[src/rtl/pattern_sequencer.sv]
// rtl/pattern_sequencer.sv - record-and-playback LED pattern sequencer
// Define PATTERN_SEQ_LOOP_EN to repeat playback endlessly instead of stopping at the end.
module pattern_sequencer #(
  parameter int WIDTH = 2,
  parameter int DEPTH = 4,
  parameter int DIV   = 6,
  localparam int AW = (DEPTH > 1) ? $clog2(DEPTH) : 1,
  localparam int TW = (DIV > 1) ? $clog2(DIV) : 1
) (
  input  logic             clk,
  input  logic             reset,
  input  logic             rec_en,
  input  logic             wr_strobe,
  input  logic [WIDTH-1:0] wr_data,
  input  logic             start,
  input  logic             stop,
  output logic [WIDTH-1:0] led,
  output logic [AW-1:0]    step,
  output logic             busy,
  output logic             done
);

  typedef enum logic [1:0] {
    IDLE   = 2'd0,
    RECORD = 2'd1,
    PLAY   = 2'd2
  } state_t;

  state_t           state_q, state_d;
  logic [WIDTH-1:0] led_q, led_d;
  logic [AW-1:0]    step_q, step_d;
  logic [AW:0]      len_q, len_d;
  logic [TW-1:0]    tick_q, tick_d;
  logic             done_q, done_d;
  logic             busy_q;
  logic             rec_hold_q, rec_hold_d;

  logic [WIDTH-1:0] mem [DEPTH];
  logic             mem_we;
  logic [AW-1:0]    step_inc;
  logic             last_step;
  logic             tick_exp;

  assign step_inc  = step_q + 1'b1;
  assign last_step = ({1'b0, step_q} == (len_q - 1'b1));
  assign tick_exp  = (tick_q == TW'(DIV - 1));

  always_comb begin
    state_d    = state_q;
    led_d      = led_q;
    step_d     = step_q;
    len_d      = len_q;
    tick_d     = tick_q;
    done_d     = 1'b0;
    mem_we     = 1'b0;
    rec_hold_d = rec_hold_q;
    // A full record leaves rec_en high; hold off re-entry until it is released.
    if (!rec_en) rec_hold_d = 1'b0;

    case (state_q)
      IDLE: begin
        if (rec_en && !rec_hold_q) begin
          state_d = RECORD;
          step_d  = '0;
          len_d   = '0;
        end else if (start && (len_q != '0)) begin
          state_d = PLAY;
          step_d  = '0;
          led_d   = mem[0];
          tick_d  = '0;
        end
      end

      RECORD: begin
        if (wr_strobe) begin
          mem_we = 1'b1;
          led_d  = wr_data;
          step_d = step_inc;
          len_d  = len_q + 1'b1;
        end
        if (wr_strobe && (step_q == AW'(DEPTH - 1))) begin
          state_d    = IDLE;
          step_d     = '0;
          rec_hold_d = rec_en;
        end else if (!rec_en) begin
          state_d = IDLE;
          step_d  = '0;
        end
      end

      PLAY: begin
        if (stop) begin
          state_d = IDLE;
          step_d  = '0;
          tick_d  = '0;
        end else if (tick_exp) begin
          tick_d = '0;
          if (last_step) begin
            step_d = '0;
            done_d = 1'b1;
`ifdef PATTERN_SEQ_LOOP_EN
            led_d  = mem[0];
`else
            state_d = IDLE;
`endif
          end else begin
            step_d = step_inc;
            led_d  = mem[step_inc];
          end
        end else begin
          tick_d = tick_q + 1'b1;
        end
      end

      default: state_d = IDLE;
    endcase
  end

  always_ff @(posedge clk or posedge reset) begin
    if (reset) begin
      state_q    <= IDLE;
      led_q      <= '0;
      step_q     <= '0;
      len_q      <= '0;
      tick_q     <= '0;
      done_q     <= 1'b0;
      busy_q     <= 1'b0;
      rec_hold_q <= 1'b0;
    end else begin
      state_q    <= state_d;
      led_q      <= led_d;
      step_q     <= step_d;
      len_q      <= len_d;
      tick_q     <= tick_d;
      done_q     <= done_d;
      busy_q     <= (state_d != IDLE);
      rec_hold_q <= rec_hold_d;
    end
  end

  // Pattern storage survives reset; length=0 keeps stale contents hidden.
  always_ff @(posedge clk) begin
    if (mem_we) mem[step_q] <= wr_data;
  end

  assign led  = led_q;
  assign step = step_q;
  assign busy = busy_q;
  assign done = done_q;

endmodule

[config.mk]
export PLATFORM = sky130hd
export DESIGN_NAME = pattern_sequencer
export DESIGN_NICKNAME = d
export VERILOG_FILES = /design/src/rtl/pattern_sequencer.sv
export SDC_FILE = /design/constraint.sdc
export NUM_CORES = 1
export LEC_CHECK = 0
export CAP_MARGIN = 25
export CORE_UTILIZATION = 40
export DETAILED_ROUTE_END_ITERATION = 8
export GPL_ROUTABILITY_DRIVEN = 0
export PLACE_DENSITY = 0.73
export SYNTH_ARGS = -nofsm -noshare
export SYNTH_HDL_FRONTEND = slang
export SYNTH_SLANG_ARGS = --single-unit
export TNS_END_PERCENT = 20
[constraint.sdc]
create_clock -name clk -period 2 [get_ports clk]
set_input_delay 0.6 -clock clk [delete_from_list [all_inputs] [get_ports clk]]
set_output_delay 0.6 -clock clk [all_outputs]
set_load 0.03 [all_outputs]
Word level (Yosys, flattened, before mapping)
Memories as Yosys holds them, arrays and structs flattened.
Index checks and enable logic that the tools add are counted.
Storage, ports and cells
  bits in registers: 15
  memories: 1
  RAM bits: 8
  input bits: 8
Cells by class
  muxes and demuxes: 43
  equality and inequality tests: 15
  add/sub/neg operators: 4
  reductions and logical operators: 14
Memory list
  mem: words 4, width 2, read ports 2, clocked after Yosys merged registers in 0, wr ports 1, RTL line 38  | logic [WIDTH-1:0] mem [DEPTH];
Operators with widths (number)
  $mux W2: 21
  $mux W3: 6
  $pmux W2 S3: 3
  $ne A2 B2 Y1 const B: 7
  $pmux W3 S2: 2
  $mux W1: 11
  $reduce_and A7 Y1: 1
  $add A3 B1 Y3 const B: 2
  $ne A3 B3 Y1 const B: 2
  $reduce_and A3 Y1: 2
  $reduce_bool A2 Y1: 3
  $reduce_bool A3 Y1: 2
  $eq A2 B2 Y1 const B: 2
  $ne A4 B4 Y1 const B: 1
  $reduce_and A4 Y1: 1
  $eq A2 B3 Y1: 1
  $eq A3 B3 Y1 const B: 1
  $logic_and A1 B1 Y1: 3
  $sub A3 B1 Y3 const B: 1
  $add A2 B1 Y2 const B: 1
  $eq A2 B1 Y1 const B: 1
  $logic_not A2 Y1: 1
  $logic_not A1 Y1: 1

Longest topological paths before layout
Gate-level depths: netlist of run 1.
  depth in word-level cells: 7
  depth in mapped cells: 7

Worst setup path after synthesis of run 1
Ideal clock, no wire load.
  path type: register to register
  start point: register len_q[0]
  end point: register led_q[0], in the netlist led[0]
  clock period less this slack: 1910 ps
  stages on the path, launching flop included: 7
  setup slack: 90 ps
  required time: 1872 ps
  arrival time: 1782 ps
  setup time: 128 ps
  cell sequence: dfrtp_1 > inv_1 > ha_1 > xnor2_1 > o311ai_1 > a221oi_2 > mux2_1
On the way
  longest elaborated chain between the ends: 4
RTL lines
  start: declaration: RTL line 32  | logic [AW:0] len_q, len_d;
  start signal: assignment: RTL line 133  | len_q <= len_d;
  $sub A3 B1 Y3 or $reduce_bool A3 Y1 (tied branches): RTL line 45, 66
  $eq A2 B3 Y1 or $logic_and A1 B1 Y1 (tied branches): RTL line 45, 66
  $ne A2 B2 Y1 (no line)
  $reduce_and A7 Y1 (no line) (*)
  end signal: assignment: RTL line 131  | led_q <= led_d;
  end: declaration: RTL line 30  | logic [WIDTH-1:0] led_q, led_d;
Every way passes the cells marked *; elsewhere a longest branch is shown, timed or not.
A chain may end at the register's enable or synchronous reset.

Worst setup path after layout of run 1
  start point: register len_q[1]
  end point: register led_q[1], in the netlist led[1]
The elaborated chain is that of the path after synthesis.

==> impl_metrics.json, run 1 <==
{
  "fin_skew_ps": 1.12,
  "synth_compound_area_share_pct": 17.9,
  "vdd_drop_max_mv": 0.610,
  "clkTransAtPathRegs_ps": 130,
  "yosysMostFrequentCell": "dfrtp_1",
  "viasPerCell": 5.53,
  "muxShareOfSynthArea_pct": 7.17,
  "synth-main-ff-cell": "dfrtp_1",
  "drive_above_1_share_pct": 20.8,
  "r2r_slack_ps": 40,
  "routed_wl_um": 3190,
  "ys_top_cells_by_count": "15 x dfrtp_1, 11 x ha_1, 11 x inv_1, 8 x edfxtp_1, 6 x nand2_1",
  "row_count": 21,
  "max_clock_freq_ghz": 0.511,
  "synth_edf_count": 8,
  "cts_buffers": 3,
  "path_max_fanout": 4,
  "max-cap-violations": 0,
  "port_buffers": 13,
  "startpoint_type": "flop",
  "tritoncts": "done",
  "yosysSeqAreaShare_pct": 43.0,
  "worstPathArrival_ps": 2180,
  "die_h_um": 61.8,
  "synth_area_um2": 1430,
  "yosysTopAreaCell": "dfrtp_1",
  "wire_per_inst_um": 15.6,
  "fill_cells": 296,
  "dr.pass1.iters": 4,
  "crit_type": "flop to flop",
  "nets": 179,
  "die_area_um2": 3820,
  "fp.coreArea_um2": 3390,
  "clock_path_buffers": 2,
  "whs_endpoint": "led[0]$_DFFE_PP0P_",
  "worstHoldPathType": "flop to flop",
  "period_needed_ps": 1960,
  "finalMaxSlewViolations": 0,
  "overflow": 0,
  "synth-simple-area-share_pct": 15.2,
  "syn_avg_cell_area_um2": 11.0,
  "vias": 1133,
  "area_growth_pct": 22.9,
  "grt_pass1_wl_um": 5240,
  "r2r-end": "led[1]$_DFFE_PP0P_",
  "first_iter_violations": 37,
  "cp.required_ps": 2220,
  "fin_crit_sh_pct": 97.8,
  "syn_inst": 130,
  "yosysWarningCount": 0,
  "synth_top_area_share_pct": 26.2,
  "ys_top_cells_by_area": "dfrtp_1 26%, edfxtp_1 17%, ha_1 9.6%",
  "synth_cell_types": 45,
  "grt_max_degree": 16,
  "slew_headroom_pct": 59.4,
  "insertion_delay_ps": 320,
  "p_leak_uw": 0.000786,
  "dp_hpwl_um": 2320,
  "reg2reg_depth": 7,
  "ant_nets": 0,
  "crit_path_end_kind": "flop",
  "dp_slack_ps": -246,
  "rsz0062_at_grt": "yes",
  "antenna_found_initial": 0,
  "rr_startpoint": "len_q[1]$_DFFE_PP0P_",
  "holdBufCountCts": 0,
  "ys_ff_latch": 23,
  "remaining_drc_errors": 0,
  "fp.dieW_um": 61.8,
  "cts_sinks": 23,
  "ctsRootBufferMaster": "clkbuf_4",
  "grt_pass1_vias": 1149,
  "hold_viol_final": 0,
  "htreeDepth": 1,
  "grt_use_total_pct": 19.2,
  "async_reset_ff_share_pct": 65.2,
  "post-place-cells": 201,
  "hold_depth": 1,
  "min_from": "led[0]$_DFFE_PP0P_",
  "io-pin-count": 14,
  "synth_top_family_by_area": "compound AO/OA/AOI/OAI gates",
  "outcome": "complete, no violations",
  "synthXorXnorAreaFrac_pct": 2.36,
  "post_cts_buffers": 0,
  "finalWorstSetupSlack_ps": 44.0,
  "fin_cells": 205,
  "fin_setup_tns_ps": 0,
  "antenna_cells": 0,
  "synth_nets": 149,
  "start_util_pct": 42.2,
  "setup_viol_count_final": 0,
  "synthAdderAreaFrac_pct": 9.62,
  "tightestPinTransition_ps": 608,
  "power_per_cell_area_nw_per_um2": 1190
}
## area by class of cell
class                   instances  area, um2  share of cell area, %
clock buffers                   3       22.5                   1.28
clock inverters                 1       5.00                  0.284
inverters                      12       45.0                   2.56
multi-input cells              91        761                   43.2
flip-flops and latches         23        616                   35.0
well taps                      46       57.6                   3.27
repair buffers                 29        253                   14.4
## worst max path at each step
stage | startpoint | to | slack [ps] | cells past startpoint
4_1_cts | led[1]$_DFFE_PP0P_ | led[1] | 30 | 1
6_report | len_q[1]$_DFFE_PP0P_ | led[1]$_DFFE_PP0P_ | 40 | 7
3_3_place_gp | wr_strobe | step[1]$_DFFE_PP0P_ | -180 | 5
5_1_grt | len_q[1]$_DFFE_PP0P_ | led[1]$_DFFE_PP0P_ | -70 | 6
3_5_place_dp | wr_strobe | step[1]$_DFFE_PP0P_ | -250 | 5
2_1_floorplan | len_q[0]$_DFFE_PP0P_ | led[0]$_DFFE_PP0P_ | 90 | 6
## metal layers
layer	vias to the layer above	routed length, um	GRT usage (%)
met4	0	61	8.25
met5	-	0	0
met2	19	1550	32.6
met1	566	1500	24.8
li1	543	-	-
met3	5	88	2.48
## state kept, by name, summed over array words and instances (netlist names)
register,flops
led,2
done,1
rec_hold_q,1
busy,1
state_q,2
tick_q,3
len_q,3
mem,8
step,2
## stage by stage
stage / power (uW) / hold WS, ps / instance area, um2 / utilization, %
finish: 2090 / 510 / 1760 / 51.9
global route: 2230 / 544 / 1760 / 51.9
CTS: 2080 / 517 / 1750 / 51.6
detailed placement: 1840 / 487 / 1720 / 50.6
global placement: 1810 / 478 / 1720 / 50.6
floorplan: 1460 / 478 / 1430 / -
## kinds of logic (layout without fill, tap and decap cells)
| family | Yosys count | in the layout |
|---|---|---|
| AOI/OAI and AO/OA | 32 | 32 |
| xor gates and xnor gates | 3 | 3 |
| adders and majority gates | 11 | 11 |
| buffers and inverters | 16 | 45 |
| DFF | 23 | 23 |
| muxes | 9 | 9 |
| and+or+nand+nor | 36 | 36 |
## layout by cell type (no fill, tap or decap), drive strengths merged, types with 3 or more instances in the layout
cell type,synthesis,routed
inv,11,11
clkbuf,2,3
o22ai,4,4
a211oi,3,3
nand2,6,6
mux2,7,7
nand3b,3,3
ha,11,11
dfrtp,15,15
and3,5,5
clkdlybuf4s50,0,9
nand2b,3,3
edfxtp,8,8
a31oi,3,3
nor2,5,5
a21oi,3,3
nor2b,5,5
buf,2,16
a22o,4,4
nor3,3,3
## report_power, final
part,leakage (uW),switching (uW),internal [uW],total (uW)
Combinational,0.000497,661,543,1200
Sequential,0.000271,80.2,583,664
Clock,0.0000177,149,75.1,224
## timing repair
item,in CTS,in global routing
pin swaps,0,1
gates resized for setup,3,4
endpoints found under the setup margin,4,7
## worst max-delay path, stage by stage, from the launching register on
cell and delay (ps):
dfrtp_1 420, inv_1 90, buf_4 120, ha_2 190, xor2_2 220, o311ai_1 150
a221oi_2 300, mux2_1 350
Power figures use the tool's default switching activity.
==> run 2: changes to the inputs <==
CORE_UTILIZATION = 35   (was 40)
CTS_CLUSTER_SIZE = 14   (was not set)
PLACE_DENSITY = 0.66   (was 0.73)
==> run 2 against run 1 <==
Effect of this change:
- cell area rose by 1.9%
- count of clock-buffer cells in the layout rose by 1
- via count fell by 0.79%
- largest cell class unchanged
==> impl_metrics.json, run 2 (synthesis gave the netlist of run 1 again) <==
{
  "outcome": "complete, no violations",
  "multi_input_area_um2": 772,
  "fill_cells": 344,
  "crit_type": "primary input to flop",
  "wire_per_inst_um": 14.8,
  "p_leak_uw": 0.000780,
  "rr_startpoint": "len_q[0]$_DFFE_PP0P_",
  "cts_buffers": 3,
  "grt_use_total_pct": 15.0,
  "first_iter_violations": 32,
  "worstHoldPathType": "flop to flop",
  "fin_crit_sh_pct": 97.9,
  "clkTransAtPathRegs_ps": 80,
  "fp.dieW_um": 66.0,
  "tritoncts": "done",
  "largest_reg_flops": 8,
  "dr.pass1.iters": 4,
  "path_max_fanout": 3,
  "fin_skew_ps": 2.81,
  "top_regs": "mem x8, len_q x3, tick_q x3",
  "setup_viol_count_final": 0,
  "power_per_cell_area_nw_per_um2": 1210,
  "vdd_drop_max_mv": 0.565,
  "ctsRootBufferMaster": "clkbuf_8",
  "antenna_found_initial": 0,
  "rsz0062_at_grt": "yes",
  "regMostFlops": "mem",
  "startpoint_type": "primary input",
  "power_uw": 2160,
  "drive_above_1_share_pct": 21.3,
  "layout_commonest_cell": "buf_4",
  "clock_path_buffers": 2,
  "grt_pass1_wl_um": 4950,
  "fp.coreArea_um2": 3800,
  "finalMaxSlewViolations": 0,
  "tightestPinTransition_ps": 592,
  "die_area_um2": 4350,
  "dp_slack_ps": -239,
  "cp.required_ps": 2150,
  "vias": 1124,
  "dp_hpwl_um": 2400,
  "remaining_drc_errors": 0,
  "period_needed_ps": 1960,
  "routed_wl_um": 3080,
  "cts_sinks": 23,
  "htreeDepth": 1,
  "crit_start": "rec_en",
  "r2r_slack_ps": 80,
  "viasPerCell": 5.40,
  "finalWorstSetupSlack_ps": 42.7,
  "max-cap-violations": 0,
  "layout_common_cells": "17 x buf_4, 15 x dfrtp_1, 11 x inv_1, 11 x clkdlybuf4s50_1, 10 x ha_1",
  "insertion_delay_ps": 260,
  "nets": 180,
  "row_count": 22,
  "min_from": "led[0]$_DFFE_PP0P_",
  "io-pin-count": 14,
  "die_h_um": 66.0,
  "reg2reg_depth": 7,
  "r2r-end": "led[1]$_DFFE_PP0P_",
  "cp_num_buf_inv": 1,
  "cp-endpoint": "step[1]$_DFFE_PP0P_",
  "port_buffers": 13,
  "antenna_cells": 0,
  "area_growth_pct": 25.3,
  "path_cells": "clkdlybuf4s50_1, nor2b_1, a211oi_2, or3b_4, mux2_4",
  "cp_num_cells": 5,
  "overflow": 0,
  "max_clock_freq_ghz": 0.511,
  "slew_headroom_pct": 60.5,
  "ant_nets": 0,
  "crit_path_end_kind": "flop",
  "path_delay_family": "simple AND/OR/NAND/NOR gates",
  "grt_pass1_vias": 1074,
  "hold_viol_final": 0,
  "post_cts_buffers": 0,
  "worstPathArrival_ps": 2110,
  "grt_max_degree": 16,
  "seqCellArea_um2": 616,
  "critPathMaxStageDelay_ps": 490,
  "start_util_pct": 37.7,
  "cpMaxStageDelayCell": "clkdlybuf4s50_1"
}
## run 2: changes by cell type in the layout (fill, tap and decap cells not counted), sizes merged
cell,delta
clkbuf,+1
dlymetal6s2s,-2
buf,+1
clkdlybuf4s50,+2
clkinv,-1
## run 2: worst register-to-register path, delay by kind of cell, from the launching register on
family                   cells  cell delay [ps]
AO/OA/AOI/OAI                2              480
XOR/XNOR                     1              220
adder cells (fa/ha/maj)      1              180
buffers and inverters        2              190
flip-flops                   1              380
multiplexers                 1              350
## run 2: area by class of cell
cell class,count,area share (%)
tap,48,3.35
timing repair buffer,30,14.2
inverter,12,2.51
clock buffer,4,2.51
multi-input combinational,91,43.1
sequential,23,34.3
## run 2: metrics by stage
stage | std cells | util, % | area [um2] | TNS [ps] | hold WS, ps
2_1_floorplan | 130 | - | 1430 | 0 | 478
3_3_place_gp | 204 | 45.5 | 1730 | -1090 | 477
3_5_place_dp | 204 | 45.5 | 1730 | -1330 | 490
4_1_cts | 208 | 46.8 | 1780 | 0 | 510
5_1_grt | 208 | 47.2 | 1790 | -2.71 | 520
6_report | 208 | 47.2 | 1790 | 0 | 498
## run 2: routing by layer
layer  vias to the layer above  wire length (um)  global-route usage (%)  share of wire [%]
met3                         2               134                    2.76                4.4
met5                         -                 0                       0                  0
li1                        540                 -                       -                  -
met2                        31              1460                    24.7                 47
met4                         0                17                    6.12               0.55
met1                       551              1470                    19.2                 48
## run 2: power by group
part | switching (uW) | leakage (uW) | internal [uW]
logic | 658 | 0.000486 | 554
registers | 79.7 | 0.000271 | 584
clock network | 147 | 0.0000228 | 142
## run 2: worst min-delay path by stage
| stage | to | slack [ps] | cells past startpoint |
|---|---|---|---|
| 2_1_floorplan | rec_hold_q$_DFF_PP0_ | 480 | 1 |
| 3_3_place_gp | led[0]$_DFFE_PP0P_ | 480 | 1 |
| 3_5_place_dp | led[0]$_DFFE_PP0P_ | 490 | 1 |
| 4_1_cts | led[0]$_DFFE_PP0P_ | 510 | 1 |
| 5_1_grt | led[0]$_DFFE_PP0P_ | 520 | 1 |
| 6_report | led[0]$_DFFE_PP0P_ | 500 | 1 |
## run 2: repair_timing
action,in CTS,in global routing
endpoints found under the setup margin,4,5
hold buffers,0,0
gates resized for setup,3,3
==> run 3: changes to the inputs <==
SETUP_SLACK_MARGIN = 0.5   (was not set)
clock period = 1.75 ns   (was 2 ns; I/O delays follow)
==> run 3 against run 2 <==
Effect of this change:
- the flow now finishes with violations (negative setup slack)
- largest power group unchanged
- global-route usage up 2.7 points
- largest cell class unchanged
- via count is 5.0% higher
- cell count is 5.8% higher
==> impl_metrics.json, run 3 (synthesis gave the netlist of run 1 again) <==
{
  "outcome": "complete, but fails checks",
  "failed_checks": "negative setup slack",
  "tightestPinTransition_ps": 361,
  "max_clock_freq_ghz": 0.540,
  "pwr-share-clk_pct": 10.9,
  "htreeDepth": 1,
  "largest_reg_flops": 8,
  "row_count": 22,
  "finalMaxSlewViolations": 0,
  "clkTransAtPathRegs_ps": 80,
  "comb_power_share_pct": 63.2,
  "power_uw": 3070,
  "port_buffers": 13,
  "slew_headroom_pct": 75.8,
  "p_sw_share_pct": 40.8,
  "crit_path_end_kind": "flop",
  "cp.required_ps": 1900,
  "remaining_drc_errors": 0,
  "dr.pass1.iters": 4,
  "multi_input_area_um2": 966,
  "holdBufCountCts": 0,
  "power_frac_seq_pct": 25.9,
  "holdWs_ps": 518,
  "power_per_cell_area_nw_per_um2": 1440,
  "setup_viol_count_final": 5,
  "dp_hpwl_um": 2470,
  "ant_nets": 0,
  "grt_max_degree": 16,
  "layout_commonest_cell": "buf_4",
  "power_switching_uw": 1250,
  "fill_cells": 327,
  "crit_type": "flop to flop",
  "worstHoldPathType": "flop to flop",
  "path_max_fanout": 4,
  "fin_crit_sh_pct": 106,
  "first_iter_violations": 45,
  "antenna_found_initial": 0,
  "wire_per_inst_um": 15.9,
  "seqCellArea_um2": 619,
  "p_leak_uw": 0.000886,
  "fp.coreArea_um2": 3800,
  "r2r_slack_ps": -100,
  "worstPathArrival_ps": 2000,
  "overflow": 0,
  "p_int_uw": 1820,
  "fin_setup_tns_ps": -424,
  "dp_slack_ps": -425,
  "tritoncts": "done",
  "die_h_um": 66.0,
  "max-cap-violations": 0,
  "grt_use_total_pct": 17.7,
  "antenna_cells": 0,
  "vdd_drop_max_mv": 0.812,
  "start_util_pct": 37.7,
  "vias": 1180,
  "insertion_delay_ps": 270,
  "io-pin-count": 14,
  "finalWorstSetupSlack_ps": -101,
  "fin_skew_ps": 7.81,
  "fp.dieW_um": 66.0,
  "ctsRootBufferMaster": "clkbuf_8",
  "drive_above_1_share_pct": 50.6,
  "layout_common_cells": "23 x buf_4, 12 x dfrtp_1, 10 x buf_6",
  "grt_pass1_vias": 1170,
  "cts_buffers": 3,
  "nets": 192,
  "clock_path_buffers": 2,
  "startpoint_type": "flop",
  "routed_wl_um": 3500,
  "cts_sinks": 23,
  "top_regs": "mem x8, len_q x3, tick_q x3",
  "period_needed_ps": 1850,
  "die_area_um2": 4350,
  "grt_pass1_wl_um": 5690,
  "area_growth_pct": 48.8,
  "viasPerCell": 5.36,
  "regMostFlops": "mem",
  "rsz0062_at_grt": "yes",
  "hold_viol_final": 0
}
## run 3: changes by cell type in the layout (fill, tap and decap cells not counted), moves of 5 or more
| cell | previous run | this run |
|---|---|---|
| buf_6 | 0 | 10 |
| clkdlybuf4s50_1 | 11 | 3 |
| buf_4 | 17 | 23 |
| ha_1 | 10 | 4 |
| inv_1 | 11 | 6 |
## run 3: layout make-up
class / instances / area share (%)
multi-input cells: 91 / 45.4
inverters: 12 / 2.53
clock buffers: 4 / 2.12
well taps: 48 / 2.82
repair buffers: 42 / 18.1
flip-flops and latches: 23 / 29.1
## run 3: power by group through the flow
| stage | clock network [uW] | registers (uW) | logic, uW |
|---|---|---|---|
| after CTS | 335 | 781 | 1800 |
| after global routing | 358 | 808 | 2080 |
| final | 335 | 794 | 1940 |
| after global placement | 0 | 773 | 1560 |
| after detailed placement | 0 | 773 | 1610 |
| after floorplan | 0 | 857 | 975 |
## run 3: worst max-delay path, cell delays in order, from the launching register on
cell	delay [ps]
dfrtp_1	400
inv_2	100
ha_4	220
xnor2_4	200
o311ai_2	130
a221oi_2	330
mux2_1	350
## run 3: layer usage
layer  routed length [um]  global-route usage [%]  share of wire [%]
met1                 1590                    23.4                 45
met5                    0                       0                  0
met3                  101                    1.55                2.9
met2                 1740                    28.8                 50
met4                   70                    8.78                2.0
## run 3: final timing paths
kind                                    endpoint                 start  depth (start not counted)
setup / recovery              led[0]$_DFFE_PP0P_  len_q[0]$_DFFE_PP0P_                          6
hold / removal                led[1]$_DFFE_PP0P_    led[1]$_DFFE_PP0P_                          1
setup reg to reg              led[0]$_DFFE_PP0P_  len_q[0]$_DFFE_PP0P_                          6
hold reg to reg               led[1]$_DFFE_PP0P_    led[1]$_DFFE_PP0P_                          1
max in group asynchronous    step[0]$_DFFE_PP0P_                 reset                          3
min in group asynchronous  tick_q[2]$_DFFE_PP0P_                 reset                          3
## run 3: what timing repair did
action | in CTS | in global routing
setup endpoints to repair | 29 | 29
gates resized for setup | 65 | 22
pin swaps | 11 | 17
buffers inserted | 1 | 1
## run 3: stage by stage
step	instance area (um2)	instances	utilization, %
after global placement	1870	214	49.1
after global routing	2130	220	56.1
after detailed placement	1870	214	49.1
after CTS	2020	219	53.2
final	2130	220	56.1
after floorplan	1500	130	-
